==> config.mk <==
export PLATFORM = sky130hd
export DESIGN_NAME = riscv_mem_arbiter_flat
export DESIGN_NICKNAME = d
export VERILOG_FILES = /design/src/rtl/riscv_mem_arbiter_pkg.sv /design/src/rtl/riscv_mem_arbiter_if.sv /design/src/rtl/riscv_mem_arb_owner_fifo.sv /design/src/rtl/riscv_mem_arbiter.sv /design/src/flat_wrapper.sv
export SDC_FILE = /design/constraint.sdc
export NUM_CORES = 1
export LEC_CHECK = 0
export BUFFER_PORTS_ARGS = -buffer_cell sky130_fd_sc_hd__clkbuf_2
export CAP_MARGIN = 15
export CORE_MARGIN = 3
export CORE_UTILIZATION = 25
export DETAILED_ROUTE_END_ITERATION = 10
export SYNTH_ARGS = -nofsm -noshare
export SYNTH_HDL_FRONTEND = slang
export SYNTH_SLANG_ARGS = --single-unit
==> constraint.sdc <==
create_clock -name clk -period 4.43 [get_ports clk]
set_clock_uncertainty 0.15 [all_clocks]
set_input_delay 0.443 -clock clk [delete_from_list [all_inputs] [get_ports clk]]
set_output_delay 0.443 -clock clk [all_outputs]
set_load 0.05 [all_outputs]
==> src/rtl/riscv_mem_arbiter_pkg.sv <==
// riscv_mem_arbiter_pkg: shared owner encodings, count-width helper and vc-MemMsg size macros
// No ports. OWNER_IMEM/OWNER_DMEM tag each owner-FIFO entry; cnt_w(n) gives the width of an occupancy count 0..n.
`ifndef VC_MEM_REQ_MSG_SZ
`define VC_MEM_REQ_MSG_SZ(a_,d_) (1+(a_)+$clog2((d_)/8)+(d_))
`endif
`ifndef VC_MEM_RESP_MSG_SZ
`define VC_MEM_RESP_MSG_SZ(d_) (1+$clog2((d_)/8)+(d_))
`endif
package riscv_mem_arbiter_pkg;
  localparam logic OWNER_IMEM = 1'b0;
  localparam logic OWNER_DMEM = 1'b1;
  function automatic int cnt_w(int n);
    return $clog2(n) + 1;
  endfunction
endpackage

==> src/rtl/riscv_mem_arbiter_if.sv <==
// riscv_mem_arbiter_if: one vc-MemReqMsg/vc-MemRespMsg port
// master drives req_msg/req_val and receives req_rdy/resp_msg/resp_val; slave is the mirror.
interface riscv_mem_arbiter_if #(parameter int ADDR_SZ = 32, parameter int DATA_SZ = 32);
  logic [`VC_MEM_REQ_MSG_SZ(ADDR_SZ,DATA_SZ)-1:0] req_msg;
  logic                                           req_val;
  logic                                           req_rdy;
  logic [`VC_MEM_RESP_MSG_SZ(DATA_SZ)-1:0]        resp_msg;
  logic                                           resp_val;
  modport master(output req_msg, req_val, input req_rdy, resp_msg, resp_val);
  modport slave(input req_msg, req_val, output req_rdy, resp_msg, resp_val);
endinterface

==> src/rtl/riscv_mem_arb_owner_fifo.sv <==
// riscv_mem_arb_owner_fifo: 1-bit in-order owner FIFO, DEPTH entries, async active-low reset
// Ports: clk, reset (active-low), push/din, pop, head, count (0..DEPTH), full, empty.
module riscv_mem_arb_owner_fifo
  import riscv_mem_arbiter_pkg::*;
#(
  parameter int DEPTH = 4
) (
  input  logic                     clk,
  input  logic                     reset,
  input  logic                     push,
  input  logic                     din,
  input  logic                     pop,
  output logic                     head,
  output logic [cnt_w(DEPTH)-1:0]  count,
  output logic                     full,
  output logic                     empty
);
  localparam int AW = $clog2(DEPTH);
  localparam int CW = cnt_w(DEPTH);
  logic [DEPTH-1:0] mem;
  logic [AW-1:0]    wp, rp;
  logic             do_push, do_pop;
  assign full    = count == CW'(DEPTH);
  assign empty   = count == '0;
  assign do_push = push & ~full;
  assign do_pop  = pop & ~empty;
  assign head    = mem[rp];
  always_ff @(posedge clk or negedge reset)
    if (!reset) begin
      wp    <= '0;
      rp    <= '0;
      count <= '0;
    end else begin
      if (do_push) wp <= wp + 1'b1;
      if (do_pop) rp <= rp + 1'b1;
      count <= count + CW'(do_push) - CW'(do_pop);
    end
  always_ff @(posedge clk)
    if (do_push) mem[wp] <= din;
endmodule

==> src/rtl/riscv_mem_arbiter.sv <==
// riscv_mem_arbiter: shares one memory port between the instruction and data ports of riscv_Core
// Ports: clk, reset (async active-low), imem/dmem (slave side of the core ports), mem (master side
// toward memory), outst_count (owner-FIFO occupancy), err_unexp_resp (sticky response-while-empty).
// Build option RISCV_MEMARB_DPRIO_EN: dmem wins every tie instead of round-robin.
module riscv_mem_arbiter
  import riscv_mem_arbiter_pkg::*;
#(
  parameter int ADDR_SZ   = 32,
  parameter int DATA_SZ   = 32,
  parameter int MAX_OUTST = 4
) (
  input  logic                         clk,
  input  logic                         reset,
  riscv_mem_arbiter_if.slave           imem,
  riscv_mem_arbiter_if.slave           dmem,
  riscv_mem_arbiter_if.master          mem,
  output logic [cnt_w(MAX_OUTST)-1:0]  outst_count,
  output logic                         err_unexp_resp
);
  localparam int RQ = `VC_MEM_REQ_MSG_SZ(ADDR_SZ,DATA_SZ);
  localparam int RS = `VC_MEM_RESP_MSG_SZ(DATA_SZ);
  logic          full, empty, head, locked, lock_own, tie, gnt, req_val, hs, rv;
  logic [RQ-1:0] sel_msg;
  logic [RS-1:0] resp_msg;
`ifdef RISCV_MEMARB_DPRIO_EN
  assign tie = OWNER_DMEM;
`else
  logic last;
  assign tie = ~last;
  always_ff @(posedge clk or negedge reset)
    if (!reset) last <= OWNER_IMEM;
    else if (hs) last <= gnt;
`endif
  // A stalled grant is held only while its requester keeps val up, so a dropped request cannot wedge the port.
  always_comb begin
    gnt      = (locked && (lock_own ? dmem.req_val : imem.req_val)) ? lock_own
             : (imem.req_val && dmem.req_val) ? tie : dmem.req_val;
    req_val  = (imem.req_val | dmem.req_val) & ~full;
    hs       = req_val & mem.req_rdy;
    rv       = mem.resp_val & ~empty;
    sel_msg  = gnt ? dmem.req_msg : imem.req_msg;
    resp_msg = reset ? mem.resp_msg : '0;
  end
  assign mem.req_msg    = reset ? sel_msg : '0;
  assign mem.req_val    = reset & req_val;
  assign imem.req_rdy   = reset & mem.req_rdy & ~full & (gnt == OWNER_IMEM);
  assign dmem.req_rdy   = reset & mem.req_rdy & ~full & (gnt == OWNER_DMEM);
  assign imem.resp_msg  = resp_msg;
  assign dmem.resp_msg  = resp_msg;
  assign imem.resp_val  = reset & rv & (head == OWNER_IMEM);
  assign dmem.resp_val  = reset & rv & (head == OWNER_DMEM);
  always_ff @(posedge clk or negedge reset)
    if (!reset) begin
      locked         <= 1'b0;
      lock_own       <= OWNER_IMEM;
      err_unexp_resp <= 1'b0;
    end else begin
      locked         <= req_val & ~mem.req_rdy;
      lock_own       <= gnt;
      err_unexp_resp <= err_unexp_resp | (mem.resp_val & empty);
    end
  riscv_mem_arb_owner_fifo #(.DEPTH(MAX_OUTST)) u_fifo (
    .clk   (clk),
    .reset (reset),
    .push  (hs),
    .din   (gnt),
    .pop   (rv),
    .head  (head),
    .count (outst_count),
    .full  (full),
    .empty (empty)
  );
endmodule
==> src/flat_wrapper.sv <==
// flat-port wrapper written by rule: the top's interface ports become plain ports
module riscv_mem_arbiter_flat import riscv_mem_arbiter_pkg::*;
#(
  parameter int ADDR_SZ   = 32,
  parameter int DATA_SZ   = 32,
  parameter int MAX_OUTST = 4
)
  (clk, reset, outst_count, err_unexp_resp, imem_req_msg, imem_req_val, imem_req_rdy, imem_resp_msg, imem_resp_val, dmem_req_msg, dmem_req_val, dmem_req_rdy, dmem_resp_msg, dmem_resp_val, mem_req_msg, mem_req_val, mem_req_rdy, mem_resp_msg, mem_resp_val);
  riscv_mem_arbiter_if #(.ADDR_SZ(ADDR_SZ), .DATA_SZ(DATA_SZ)) imem_i ();
  riscv_mem_arbiter_if #(.ADDR_SZ(ADDR_SZ), .DATA_SZ(DATA_SZ)) dmem_i ();
  riscv_mem_arbiter_if #(.ADDR_SZ(ADDR_SZ), .DATA_SZ(DATA_SZ)) mem_i ();
  input  logic clk;
  input  logic reset;
  output logic [cnt_w(MAX_OUTST)-1:0] outst_count;
  output logic err_unexp_resp;
  input wire logic [$bits(imem_i.req_msg)-1:0] imem_req_msg;
  input wire logic [$bits(imem_i.req_val)-1:0] imem_req_val;
  output wire logic [$bits(imem_i.req_rdy)-1:0] imem_req_rdy;
  output wire logic [$bits(imem_i.resp_msg)-1:0] imem_resp_msg;
  output wire logic [$bits(imem_i.resp_val)-1:0] imem_resp_val;
  input wire logic [$bits(dmem_i.req_msg)-1:0] dmem_req_msg;
  input wire logic [$bits(dmem_i.req_val)-1:0] dmem_req_val;
  output wire logic [$bits(dmem_i.req_rdy)-1:0] dmem_req_rdy;
  output wire logic [$bits(dmem_i.resp_msg)-1:0] dmem_resp_msg;
  output wire logic [$bits(dmem_i.resp_val)-1:0] dmem_resp_val;
  output wire logic [$bits(mem_i.req_msg)-1:0] mem_req_msg;
  output wire logic [$bits(mem_i.req_val)-1:0] mem_req_val;
  input wire logic [$bits(mem_i.req_rdy)-1:0] mem_req_rdy;
  input wire logic [$bits(mem_i.resp_msg)-1:0] mem_resp_msg;
  input wire logic [$bits(mem_i.resp_val)-1:0] mem_resp_val;
  assign imem_i.req_msg = imem_req_msg;
  assign imem_i.req_val = imem_req_val;
  assign imem_req_rdy = imem_i.req_rdy;
  assign imem_resp_msg = imem_i.resp_msg;
  assign imem_resp_val = imem_i.resp_val;
  assign dmem_i.req_msg = dmem_req_msg;
  assign dmem_i.req_val = dmem_req_val;
  assign dmem_req_rdy = dmem_i.req_rdy;
  assign dmem_resp_msg = dmem_i.resp_msg;
  assign dmem_resp_val = dmem_i.resp_val;
  assign mem_req_msg = mem_i.req_msg;
  assign mem_req_val = mem_i.req_val;
  assign mem_i.req_rdy = mem_req_rdy;
  assign mem_i.resp_msg = mem_resp_msg;
  assign mem_i.resp_val = mem_resp_val;
  riscv_mem_arbiter #(.ADDR_SZ(ADDR_SZ), .DATA_SZ(DATA_SZ), .MAX_OUTST(MAX_OUTST)) u_core (.clk(clk), .reset(reset), .imem(imem_i), .dmem(dmem_i), .mem(mem_i), .outst_count(outst_count), .err_unexp_resp(err_unexp_resp));
endmodule
After elaboration in Yosys (flattened, before gate mapping)
Index checks and enable logic that the tools add are counted.
- memory bits (read-only): 0
- bits in registers: 15
- input port bits: 175
- output and inout port bits: 146
- word-level logic and storage cells: 54
- latch bits: 0
- bits in writable memories: 0
- memories kept: 0
- magnitude comparators: 3
- $mul: 0
- div/mod/pow operators: 0
- equal/unequal tests: 1
- multiplexer cells: 11
- shift-type cells: 0
- reduce and logical (&&, ||, !) cells: 4
- bitwise gates (word level): 23
- $add $sub $neg: 4
- operators with widths (cell ; number):
    two-way mux 67 bit ; 2
    two-way mux 35 bit ; 1
    bitwise AND 1 bit ; 15
    less-than comparator 2 x 3 -> 1 bit, second input constant ; 2
    inverter 1 bit ; 6
    two-way mux 1 bit ; 5
    adder 2 x 1 -> 2 bit, second input constant ; 2
    bitwise mux 4 bit ; 1
    adder 3 x 1 -> 3 bit ; 1
    == test 3 bit, second input constant ; 1
    logical AND 1 bit ; 3
    logical NOT 3 bit ; 1
    subtractor 3 x 1 -> 3 bit ; 1
    binary-select mux 1 bit (select 2 bit) ; 1
    demux 1 bit (select 2 bit) ; 1
    >= comparator 2 x 1 -> 1 bit, second input constant ; 1
    bitwise OR 1 bit ; 2

Logic depth before layout (Yosys ltp)
Gate-level depths: netlist (run 1).
- word-level depth: 7
- mapped depth: 9
- depth with buffers taken out: 9

Cells and area by module
From an unflattened synthesis (run 1), not the netlist that was laid out.
- cell total of the unflattened synthesis: 482
- area, all modules: 3698.5 um^2
- modules (own cells, without submodules) (module ; cells an instance ; sequential area each (um^2) ; instances ; area each (um^2)):
    riscv_mem_arbiter ; 436 ; 100.1 ; 1 ; 3086.7
    riscv_mem_arb_owner_fifo ; 46 ; 295.3 ; 1 ; 611.8

Worst setup path before layout (run 1)
Ideal clock, no wire load.
- path kind: register -> output
- start point: register u_core.u_fifo.count[2]
- end point: output dmem_req_rdy
- data arrival time: 2.173 ns
- stages on the path, launching flop included: 4
- path buffers: 0
- setup slack: 1.664 ns
- path through: dfrtp_1 or3b_4 nand3_1 nor3b_1
- longest elaborated chain between the ends: 4
- RTL lines (item ; RTL line ; RTL):
    from (decl) ; riscv_mem_arb_owner_fifo.sv:14 ; output logic [cnt_w(DEPTH)-1:0] count,
    from (signal assigned) ; riscv_mem_arb_owner_fifo.sv:36 ; count <= count + CW'(do_push) - CW'(do_pop);
    == test 3 bit ; riscv_mem_arb_owner_fifo.sv:23 ; assign full = count == CW'(DEPTH);
    inverter 1 bit ; riscv_mem_arbiter.sv:47 ; assign dmem.req_rdy = reset & mem.req_rdy & ~full & (gnt == OWNER_DMEM);
    bitwise AND 1 bit (2 in a row) ; riscv_mem_arbiter.sv:47 ;
    to (decl) ; flat_wrapper.sv:23 ; output wire logic [$bits(dmem_i.req_rdy)-1:0] dmem_req_rdy;
Every way passes these cells.

Worst setup path in the final report (run 1)
- start point: input reset
- end point: output mem_req_msg[19]
- longest elaborated chain between the ends: 1
- RTL lines (item ; RTL line ; RTL):
    from (decl) ; flat_wrapper.sv:13 ; input logic reset;
    two-way mux 67 bit ; riscv_mem_arbiter.sv:44 ; assign mem.req_msg = reset ? sel_msg : '0;
    to (decl) ; flat_wrapper.sv:26 ; output wire logic [$bits(mem_i.req_msg)-1:0] mem_req_msg;
Every way passes these cells.

==> out/qor.yml, run 1 <==
synthesis:
  synth-seq-cells: 15
  syn-num-nets: 661
  async_flop_share: 0.733
  netlist_area_mm2: 0.00347
  synth_warnings: 0
  yosysUniqueCellTypes: 37
  yosysSeqAreaShare: 0.114
  synth_edf_count: 4
  synthFlopType: "dfrtp_1"
  synth_cells: 479
  avgSynthCellArea_um2: 7.25
timing:
  fmax_ghz: 0.283
  hold_viol_final: 0
  rsz0062_at_grt: "false"
  tns_ns: 0
  finalCritPeriodShare: 0.799
  slew_headroom: 0.395
  slew_viol_final: 0
  tightestPinTransition_ns: 0.907
  setup_viol: 0
  period_needed_ns: 3.54
  whs_ns: 0.269
detailed_routing:
  drt_pass1_iterations: 7
  routed_wl_mm: 16.0
  drt_iter0_drc: 322
  viasPerCell: 5.66
  avgRoutedWirePerCell_um: 18.2
  drc_errors: 0
  drtAntennaViolNets: 0
  vias: 4991
global_route:
  grt.overflow.total: 0
  grt_pass1_wl_mm: 23.9
  grt_pass1_vias: 4560
  antenna_found_initial: 0
  grt_max_degree: 84
  track_usage: 0.187
die:
  die_w_um: 124
  start_util: 0.259
  coreArea_mm2: 0.0134
  rows: 42
  dieArea_mm2: 0.0153
  ios: 321
  die_y_um: 124
clocking:
  cts_buffers: 3
  postCtsSetupBuffers: 0
  clkTransAtPathRegs_ns: 0.05
  clk_latency_ns: 0.24
  cts_root_buffer: "clkbuf_16"
  h-tree-depth: 1
  cts_tree: "built"
  clockBufferDepth: 2
  cts.sinks: 15
worst_setup_path:
  end_kind: "output port"
  cp_max_fo: 38
  worst_path_largest_cell_delay_ns: 0.75
  cp_cell_sequence: "dlygate4sd3_1 -> buf_4 -> and2_2 -> buf_12 -> nand4_1 -> nand3_1 -> clkbuf_2"
  worst_setup_path_start_kind: "input pin"
  slowest_stage: "and2_2"
  crit_arrival_ns: 2.95
  required_ns: 3.84
  path_class: "in2out"
placed_design:
  gp_congestion: 0.846
  hpwl_mm: 11.3
  io_buffers: 320
pwr:
  p_leak_nw: 2.41
  finalPower_mw: 1.92
  cellPowerDensity_mw_per_mm2: 388
  ir_drop_uv: 179
run_status:
  outcome: "finished clean"
finish:
  layout.nets: 889
  antenna_cells: 0
  syn_to_final_growth_pct: 42.2
  layout-drive-gt1-share: 0.489
hold_path:
  hold_path.class: "in2reg"
run:
  drv_cap: 0
==> final timing paths <==
path / from / end / slack [ns] / depth (start not counted)
setup / recovery: reset / mem_req_msg[19] / 0.89 / 7
hold / removal: mem_req_rdy / u_core.locked / 0.27 / 2
setup reg to reg: u_core.u_fifo.count[2] / u_core.u_fifo.count[2] / 2.00 / 9
hold reg to reg: u_core.err_unexp_resp / u_core.err_unexp_resp / 0.31 / 1
max in group asynchronous: reset / u_core.err_unexp_resp / 2.51 / 3
min in group asynchronous: reset / u_core.u_fifo.count[2] / 0.52 / 2
==> cell type report <==
cell class | count | area [um^2]
Timing Repair Buffer | 331 | 1740
Tap cell | 176 | 220
Inverter | 7 | 26.3
Sequential cell | 15 | 395
Fill cell | 1458 | 8460
Clock buffer | 4 | 78.8
Multi-Input combinational cell | 349 | 2480
==> worst max-delay path, delay by kind of cell <==
family | cells | cell delay (ns)
buffers and inverters | 4 | 1.44
and+or+nand+nor | 3 | 1.00
==> metal layers <==
layer / track usage / wire length, um / vias to the layer above
met5: 0 / 0 / -
met4: 0.0381 / 210 / 0
met3: 0.0372 / 1550 / 18
met2: 0.306 / 7640 / 276
met1: 0.255 / 6610 / 2336
li1: - / - / 2361
==> metrics by stage <==
stage / util / cells / setup WS [ns] / area [um^2]
after CTS: 0.368 / 882 / 0.906 / 4940
after detailed placement: 0.362 / 877 / 1.46 / 4850
after global routing: 0.368 / 882 / 0.732 / 4940
final: 0.368 / 882 / 0.891 / 4940
after floorplan: - / 479 / 1.66 / 3470
after global placement: 0.362 / 877 / 1.46 / 4850
==> synthesized netlist by cell type, types with 2 or more instances <==
cell      count  area (um^2)
nand4_1      67          419
nand3_1      69          345
buf_1         2         7.51
nand2_1       2         7.51
o211ai_1     67          503
clkbuf_1     40          150
inv_1         7         26.3
xnor2_1       4         35.0
a32oi_1      67          587
nor2b_1       3         18.8
edfxtp_1      4          120
dfrtp_1      11          275
nand2b_1      2         12.5
and3_1        2         12.5
ha_1          6         75.1
buf_4        40          300
and2_1       43          269
buf_2        24          120
==> cell usage in the layout, fill, tap and decap left out, drive strengths merged, types with 2 or more instances in the layout <==
| master | count |
|---|---|
| a32oi | 67 |
| nand4 | 67 |
| inv | 7 |
| nand2b | 2 |
| clkbuf | 323 |
| edfxtp | 4 |
| dfrtp | 11 |
| ha | 6 |
| nand2 | 2 |
| and3 | 2 |
| nor2b | 4 |
| nand3 | 69 |
| xnor2 | 4 |
| and2 | 43 |
| buf | 11 |
| o211ai | 67 |
==> registers in the layout (all words and copies together) (netlist names) <==
register / flops
u_core.u_fifo.mem: 4
u_core.u_fifo.rp: 2
u_core.err_unexp_resp: 1
u_core.locked: 1
u_core.u_fifo.count: 3
u_core.u_fifo.wp: 2
u_core.last: 1
u_core.lock_own: 1
==> power by group <==
| part | internal (mW) | switching (mW) | leakage [nW] |
|---|---|---|---|
| clock | 0.122 | 0.0541 | 0.0382 |
| sequential | 0.199 | 0.0502 | 0.165 |
| combinational | 0.384 | 1.11 | 2.21 |
==> timing repair <==
| action | in CTS | in global routing |
|---|---|---|
| resized for setup | 0 | 0 |
| hold buffers | 1 | 0 |
| endpoints found under the hold margin | 4 | 0 |
==> kinds of logic after synthesis <==
| family | after synthesis | synth area share |
|---|---|---|
| compound gates | 141 | 0.329 |
| xor+xnor | 5 | 0.0126 |
| fa+ha+maj | 7 | 0.0274 |
| buf+inv | 115 | 0.179 |
| flops | 15 | 0.114 |
| mux | 2 | 0.0108 |
| simple gates | 194 | 0.327 |
(Power assumes the default switching activity.)
==> inputs of run 2 (changes only) <==
==> constraint.sdc (replaced) <==
create_clock -name clk -period 3 [get_ports clk]
set_clock_uncertainty 0.15 [all_clocks]
set_input_delay 0.3 -clock clk [delete_from_list [all_inputs] [get_ports clk]]
set_output_delay 0.3 -clock clk [all_outputs]
set_load 0.05 [all_outputs]
==> run 2 against run 1 <==
Against the previous run:
- combinational power up 52%
- power up 51%
- via count up 0.84%
- critical endpoint is now mem_req_msg[7]
- largest cell class unchanged
- highest routed layer unchanged
==> out/qor.yml, run 2 (synthesis gave the netlist of run 1 again) <==
pwr:
  ir_drop_uv: 339  # +89%
  cellPowerDensity_mw_per_mm2: 573  # +47%
  finalPower_mw: 2.90  # +51%
  p_leak_nw: 2.46  # +2.1%
run:
  drv_cap: 0  # unchanged
worst_setup_path:
  startpoint: "reset"
  required_ns: 2.55  # -1.29 ns
  crit_arrival_ns: 2.28  # -0.67 ns
  path_class: "in2out"
  timing.rr.start: "u_core.u_fifo.count[2]"
  worst_setup_path_start_kind: "input pin"
  cp_max_fo: 49  # +29%
  end_kind: "output port"
global_route:
  grt_pass1_vias: 4590  # +0.66%
  grt.overflow.total: 0  # unchanged
  track_usage: 0.182  # -0.00487
  antenna_found_initial: 0  # unchanged
  grt_pass1_wl_mm: 23.3  # -2.6%
  grt_max_degree: 116  # +38%
placed_design:
  gp_congestion: 0.838  # -0.97%
  io_buffers: 320  # unchanged
  dpl_worst_slack_ns: 0.586  # -0.869 ns
  hpwl_mm: 11.2  # -1.3%
hold_path:
  hold_path.class: "in2reg"
  hp-start: "mem_req_rdy"
die:
  ios: 321  # unchanged
  die_y_um: 124  # unchanged
  start_util: 0.259  # unchanged
  coreArea_mm2: 0.0134  # unchanged
  die_w_um: 124  # unchanged
  dieArea_mm2: 0.0153  # unchanged
  rows: 42  # unchanged
finish:
  layout.nets: 893  # +0.45%
  layout-drive-gt1-share: 0.493  # +0.00429
  largest_register_ffs: 4  # unchanged
  antenna_cells: 0  # unchanged
  syn_to_final_growth_pct: 46.0
  top_regs: "u_core.u_fifo.mem: 4 flops, u_core.u_fifo.count: 3 flops"
  layout_common_cells: "315 x clkbuf_2, 69 x nand3_1, 67 x o211ai_1, 67 x nand4_1, 67 x a32oi_1"
  largest-register: "u_core.u_fifo.mem"
  final_common_cell: "clkbuf_2"
detailed_routing:
  drt_iter0_drc: 373  # +16%
  drtAntennaViolNets: 0  # unchanged
  vias: 5033  # +0.84%
  drc_errors: 0  # unchanged
  wirelength_met1_mm: 6.32  # -4.4%
  viasPerCell: 5.68  # +0.39%
  avgRoutedWirePerCell_um: 17.9  # -1.7%
  drt_pass1_iterations: 5  # -2
  highest_layer: "met4"
  wl_met2_mm: 7.64  # about the same
  routed_wl_mm: 15.8  # -1.2%
  wl_met3_mm: 1.56  # +0.90%
timing:
  rsz0062_at_grt: "false"
  slew_headroom: 0.623  # +0.228
  setup_viol: 0  # unchanged
  finalWorstSetupSlack_ns: 0.273  # -0.618 ns
  fmax_ghz: 0.367
  tightestPinTransition_ns: 0.565  # -0.342 ns
  slew_viol_final: 0  # unchanged
  hold_viol_final: 0  # unchanged
  period_needed_ns: 2.73
  whs_ns: 0.130  # -0.140 ns
  finalCritPeriodShare: 0.909
  tns_ns: 0  # unchanged
clocking:
  cts_buffers: 3  # unchanged
  clk_latency_ns: 0.25  # about the same
  clockBufferDepth: 2  # unchanged
  clkTransAtPathRegs_ns: 0.05  # about the same
  cts_tree: "built"
  cts.sinks: 15  # unchanged
  cts_root_buffer: "clkbuf_16"
  h-tree-depth: 1  # unchanged
run_status:
  outcome: "finished clean"
## run 2: area by class of cell
type | count | area, um^2
Clock buffer | 3 | 75.1
Clock inverter | 1 | 7.51
Fill cell | 1425 | 8330
Inverter | 7 | 26.3
Multi-Input combinational cell | 349 | 2480
Sequential cell | 15 | 395
Tap cell | 176 | 220
Timing Repair Buffer | 335 | 1870
## run 2: path summary, 6_finish.rpt
check / to / slack, ns / cells past startpoint
setup reg to reg: u_core.u_fifo.count[2] / 0.58 / 9
min in group asynchronous: u_core.last / 0.25 / 2
hold / removal: u_core.locked / 0.13 / 2
hold reg to reg: u_core.err_unexp_resp / 0.33 / 1
setup / recovery: mem_req_msg[7] / 0.27 / 7
max in group asynchronous: u_core.u_fifo.wp[1] / 1.75 / 3
## run 2: through the flow
| stage | std cells | instance area [um^2] | utilization |
|---|---|---|---|
| 6_report | 886 | 5070 | 0.378 |
| 5_1_grt | 886 | 5070 | 0.378 |
| 4_1_cts | 886 | 5070 | 0.378 |
| 3_5_place_dp | 881 | 4980 | 0.371 |
| 3_3_place_gp | 881 | 4980 | 0.371 |
| 2_1_floorplan | 479 | 3470 | - |
## run 2: where the power goes
group,switching [mW],total [mW],leakage (nW),internal (mW)
clock network,0.0835,0.263,0.0371,0.179
registers,0.0725,0.366,0.165,0.293
logic,1.65,2.27,2.26,0.621
total,1.81,2.90,2.46,1.09
## run 2: metal layers
| layer | vias up | global-route usage |
|---|---|---|
| met2 | 289 | 0.303 |
| met3 | 26 | 0.0363 |
| met4 | 0 | 0.0561 |
| met1 | 2342 | 0.237 |
| li1 | 2376 | - |
| met5 | - | 0 |
## run 2: critical path, cell delays in order
cell and delay, ns:
dlygate4sd3_1 0.53, buf_4 0.15, and2_2 0.45, buf_12 0.30
nand4_1 0.13, nand3_1 0.10, clkbuf_2 0.29
## run 2: timing repair
item	in CTS	in global routing
endpoints found under the hold margin	1	0
hold buffers	1	0
gates resized for setup	0	0
setup endpoints to repair	0	0
buffers inserted	0	0
==> inputs of run 3 (changes only) <==
--- a/config.mk
+++ b/config.mk
@@ -10,6 +10,7 @@
 export CORE_MARGIN = 3
 export CORE_UTILIZATION = 25
 export DETAILED_ROUTE_END_ITERATION = 10
+export RECOVER_POWER = 100
 export SYNTH_ARGS = -nofsm -noshare
 export SYNTH_HDL_FRONTEND = slang
 export SYNTH_SLANG_ARGS = --single-unit
==> run 3 against run 2 <==
Against the previous run:
- die area stayed put
- cell area is 3.0% lower
- largest cell class unchanged
- count of clock-buffer cells in the layout stayed put
- critical endpoint unchanged
- core utilization is 1.1 points lower
- non-clock buffer count stayed put
- final cell count stayed put
==> out/qor.yml, run 3 (synthesis gave the netlist of run 1 again) <==
timing:
  setup_viol: 0  # unchanged
  rsz0062_at_grt: "false"
  tightestPinTransition_ns: 0.677  # +0.112 ns
  tns_ns: 0  # unchanged
  hold_viol_final: 0  # unchanged
  finalCritPeriodShare: 0.909  # about the same
  slew_headroom: 0.551  # -0.0726
  fmax_ghz: 0.367  # about the same
  slew_viol_final: 0  # unchanged
  period_needed_ns: 2.73  # -0.000703 ns
  whs_ns: 0.130  # +0.000357 ns
  finalWorstSetupSlack_ns: 0.274  # +0.000703 ns
worst_setup_path:
  startpoint: "reset"
  slowest_stage: "dlygate4sd3_1"
  rr_worst_depth: 9  # unchanged
  cp_cell_sequence: "dlygate4sd3_1 -> buf_4 -> and2_2 -> buf_12 -> nand4_1 -> nand3_1 -> clkbuf_2"
  required_ns: 2.55  # about the same
  worst_path_largest_cell_delay_ns: 0.53  # about the same
  crit_arrival_ns: 2.28  # about the same
  end_kind: "output port"
  path_class: "in2out"
  timing.rr.start: "u_core.u_fifo.count[2]"
  cp_max_fo: 49  # unchanged
  worst_setup_path_start_kind: "input pin"
pwr:
  cellPowerDensity_mw_per_mm2: 577  # +0.86%
  ir_drop_uv: 340  # +0.12%
  p_leak_nw: 2.14  # -13%
  finalPower_mw: 2.84  # -2.2%
die:
  coreArea_mm2: 0.0134  # unchanged
  dieArea_mm2: 0.0153  # unchanged
  rows: 42  # unchanged
  ios: 321  # unchanged
  die_w_um: 124  # unchanged
  start_util: 0.259  # unchanged
  die_y_um: 124  # unchanged
global_route:
  grt_pass1_wl_mm: 23.3  # unchanged
  antenna_found_initial: 0  # unchanged
  grt_max_degree: 116  # unchanged
  track_usage: 0.182  # unchanged
  grt_pass1_vias: 4590  # unchanged
  grt.overflow.total: 0  # unchanged
detailed_routing:
  vias: 5036  # +0.060%
  drc_errors: 0  # unchanged
  drtAntennaViolNets: 0  # unchanged
  drt_iter0_drc: 339  # -9.1%
  drt_pass1_iterations: 5  # unchanged
  viasPerCell: 5.68  # about the same
  routed_wl_mm: 15.9  # +0.28%
  avgRoutedWirePerCell_um: 17.9  # +0.28%
finish:
  largest-register: "u_core.u_fifo.mem"
  fill_cells: 1492  # +4.7%
  multiInputGateArea_mm2: 0.00247  # -0.25%
  top_regs: "u_core.u_fifo.mem: 4 flops, u_core.u_fifo.count: 3 flops"
  post-route-util: 0.367  # -0.0115
  final_common_cell: "clkbuf_2"
  layout-drive-gt1-share: 0.358  # -0.135
  layout.nets: 893  # unchanged
  largest_register_ffs: 4  # unchanged
  syn_to_final_growth_pct: 41.6
  antenna_cells: 0  # unchanged
  seq_area_um2: 395  # unchanged
  layout_common_cells: "223 x clkbuf_2, 94 x clkbuf_1, 69 x nand3_1"
placed_design:
  io_buffers: 320  # unchanged
  hpwl_mm: 11.2  # unchanged
  dpl_worst_slack_ns: 0.586  # unchanged
  gp_congestion: 0.838  # unchanged
hold_path:
  hold_path.class: "in2reg"
  hold_path_depth: 2  # unchanged
  hp-start: "mem_req_rdy"
clocking:
  cts_root_buffer: "clkbuf_16"
  clockBufferDepth: 2  # unchanged
  cts_buffers: 3  # unchanged
  clkTransAtPathRegs_ns: 0.05  # about the same
  postCtsSetupBuffers: 0  # unchanged
  post_cts_resized: 0  # unchanged
  h-tree-depth: 1  # unchanged
  cts_tree: "built"
  clk_latency_ns: 0.25  # about the same
  cts.sinks: 15  # unchanged
run:
  drv_cap: 0  # unchanged
run_status:
  outcome: "finished clean"
[run 3: cell count changes in the layout (fill, tap and decap cells not counted)]
cell      delta
clkbuf_1    +94
clkbuf_2    -92
and2_0       +5
and2_1       -5
buf_12       -2
mux2_1       +1
mux2_4       -1
or3b_1       +1
or3b_4       -1
[run 3: what timing repair did]
action / CTS / global route
hold endpoints to repair: 1 / 0
hold buffers: 1 / 0
endpoints found under the setup margin: 0 / 0
[run 3: cell type report]
class	count	area share
Clock buffer	3	0.0153
Multi-Input combinational cell	349	0.503
Tap cell	176	0.0448
Timing Repair Buffer	335	0.350
Inverter	7	0.00535
Clock inverter	1	0.00153
Sequential cell	15	0.0804
[run 3: worst max-delay path: cells and delay by family]
family / cells / cell delay [ns]
buffers and inverters: 4 / 1.26
AND/OR/NAND/NOR: 3 / 0.68
[run 3: metal layers]
layer | wire length (um) | track usage | vias to the layer above
li1 | - | - | 2376
met1 | 6390 | 0.237 | 2367
met2 | 7570 | 0.303 | 265
met3 | 1560 | 0.0363 | 28
met4 | 341 | 0.0561 | 0
met5 | 0 | 0 | -
[run 3: final timing paths]
| check | endpoint | slack (ns) |
|---|---|---|
| setup / recovery | mem_req_msg[7] | 0.27 |
| hold / removal | u_core.locked | 0.13 |
| setup reg to reg | u_core.u_fifo.count[2] | 0.57 |
| hold reg to reg | u_core.err_unexp_resp | 0.33 |
| max in group asynchronous | u_core.err_unexp_resp | 1.74 |
| min in group asynchronous | u_core.last | 0.25 |
[run 3: where the power goes]
part	leakage [nW]	switching (mW)	internal, mW	total, mW
sequential	0.165	0.0703	0.293	0.363
clock	0.0371	0.0829	0.179	0.262
combinational	1.94	1.65	0.562	2.21
[run 3: per-stage QoR]
step,instance area (um^2),cells
6_report,4910,886
5_1_grt,4910,886
4_1_cts,5070,886
3_5_place_dp,4980,881
3_3_place_gp,4980,881
2_1_floorplan,3470,479
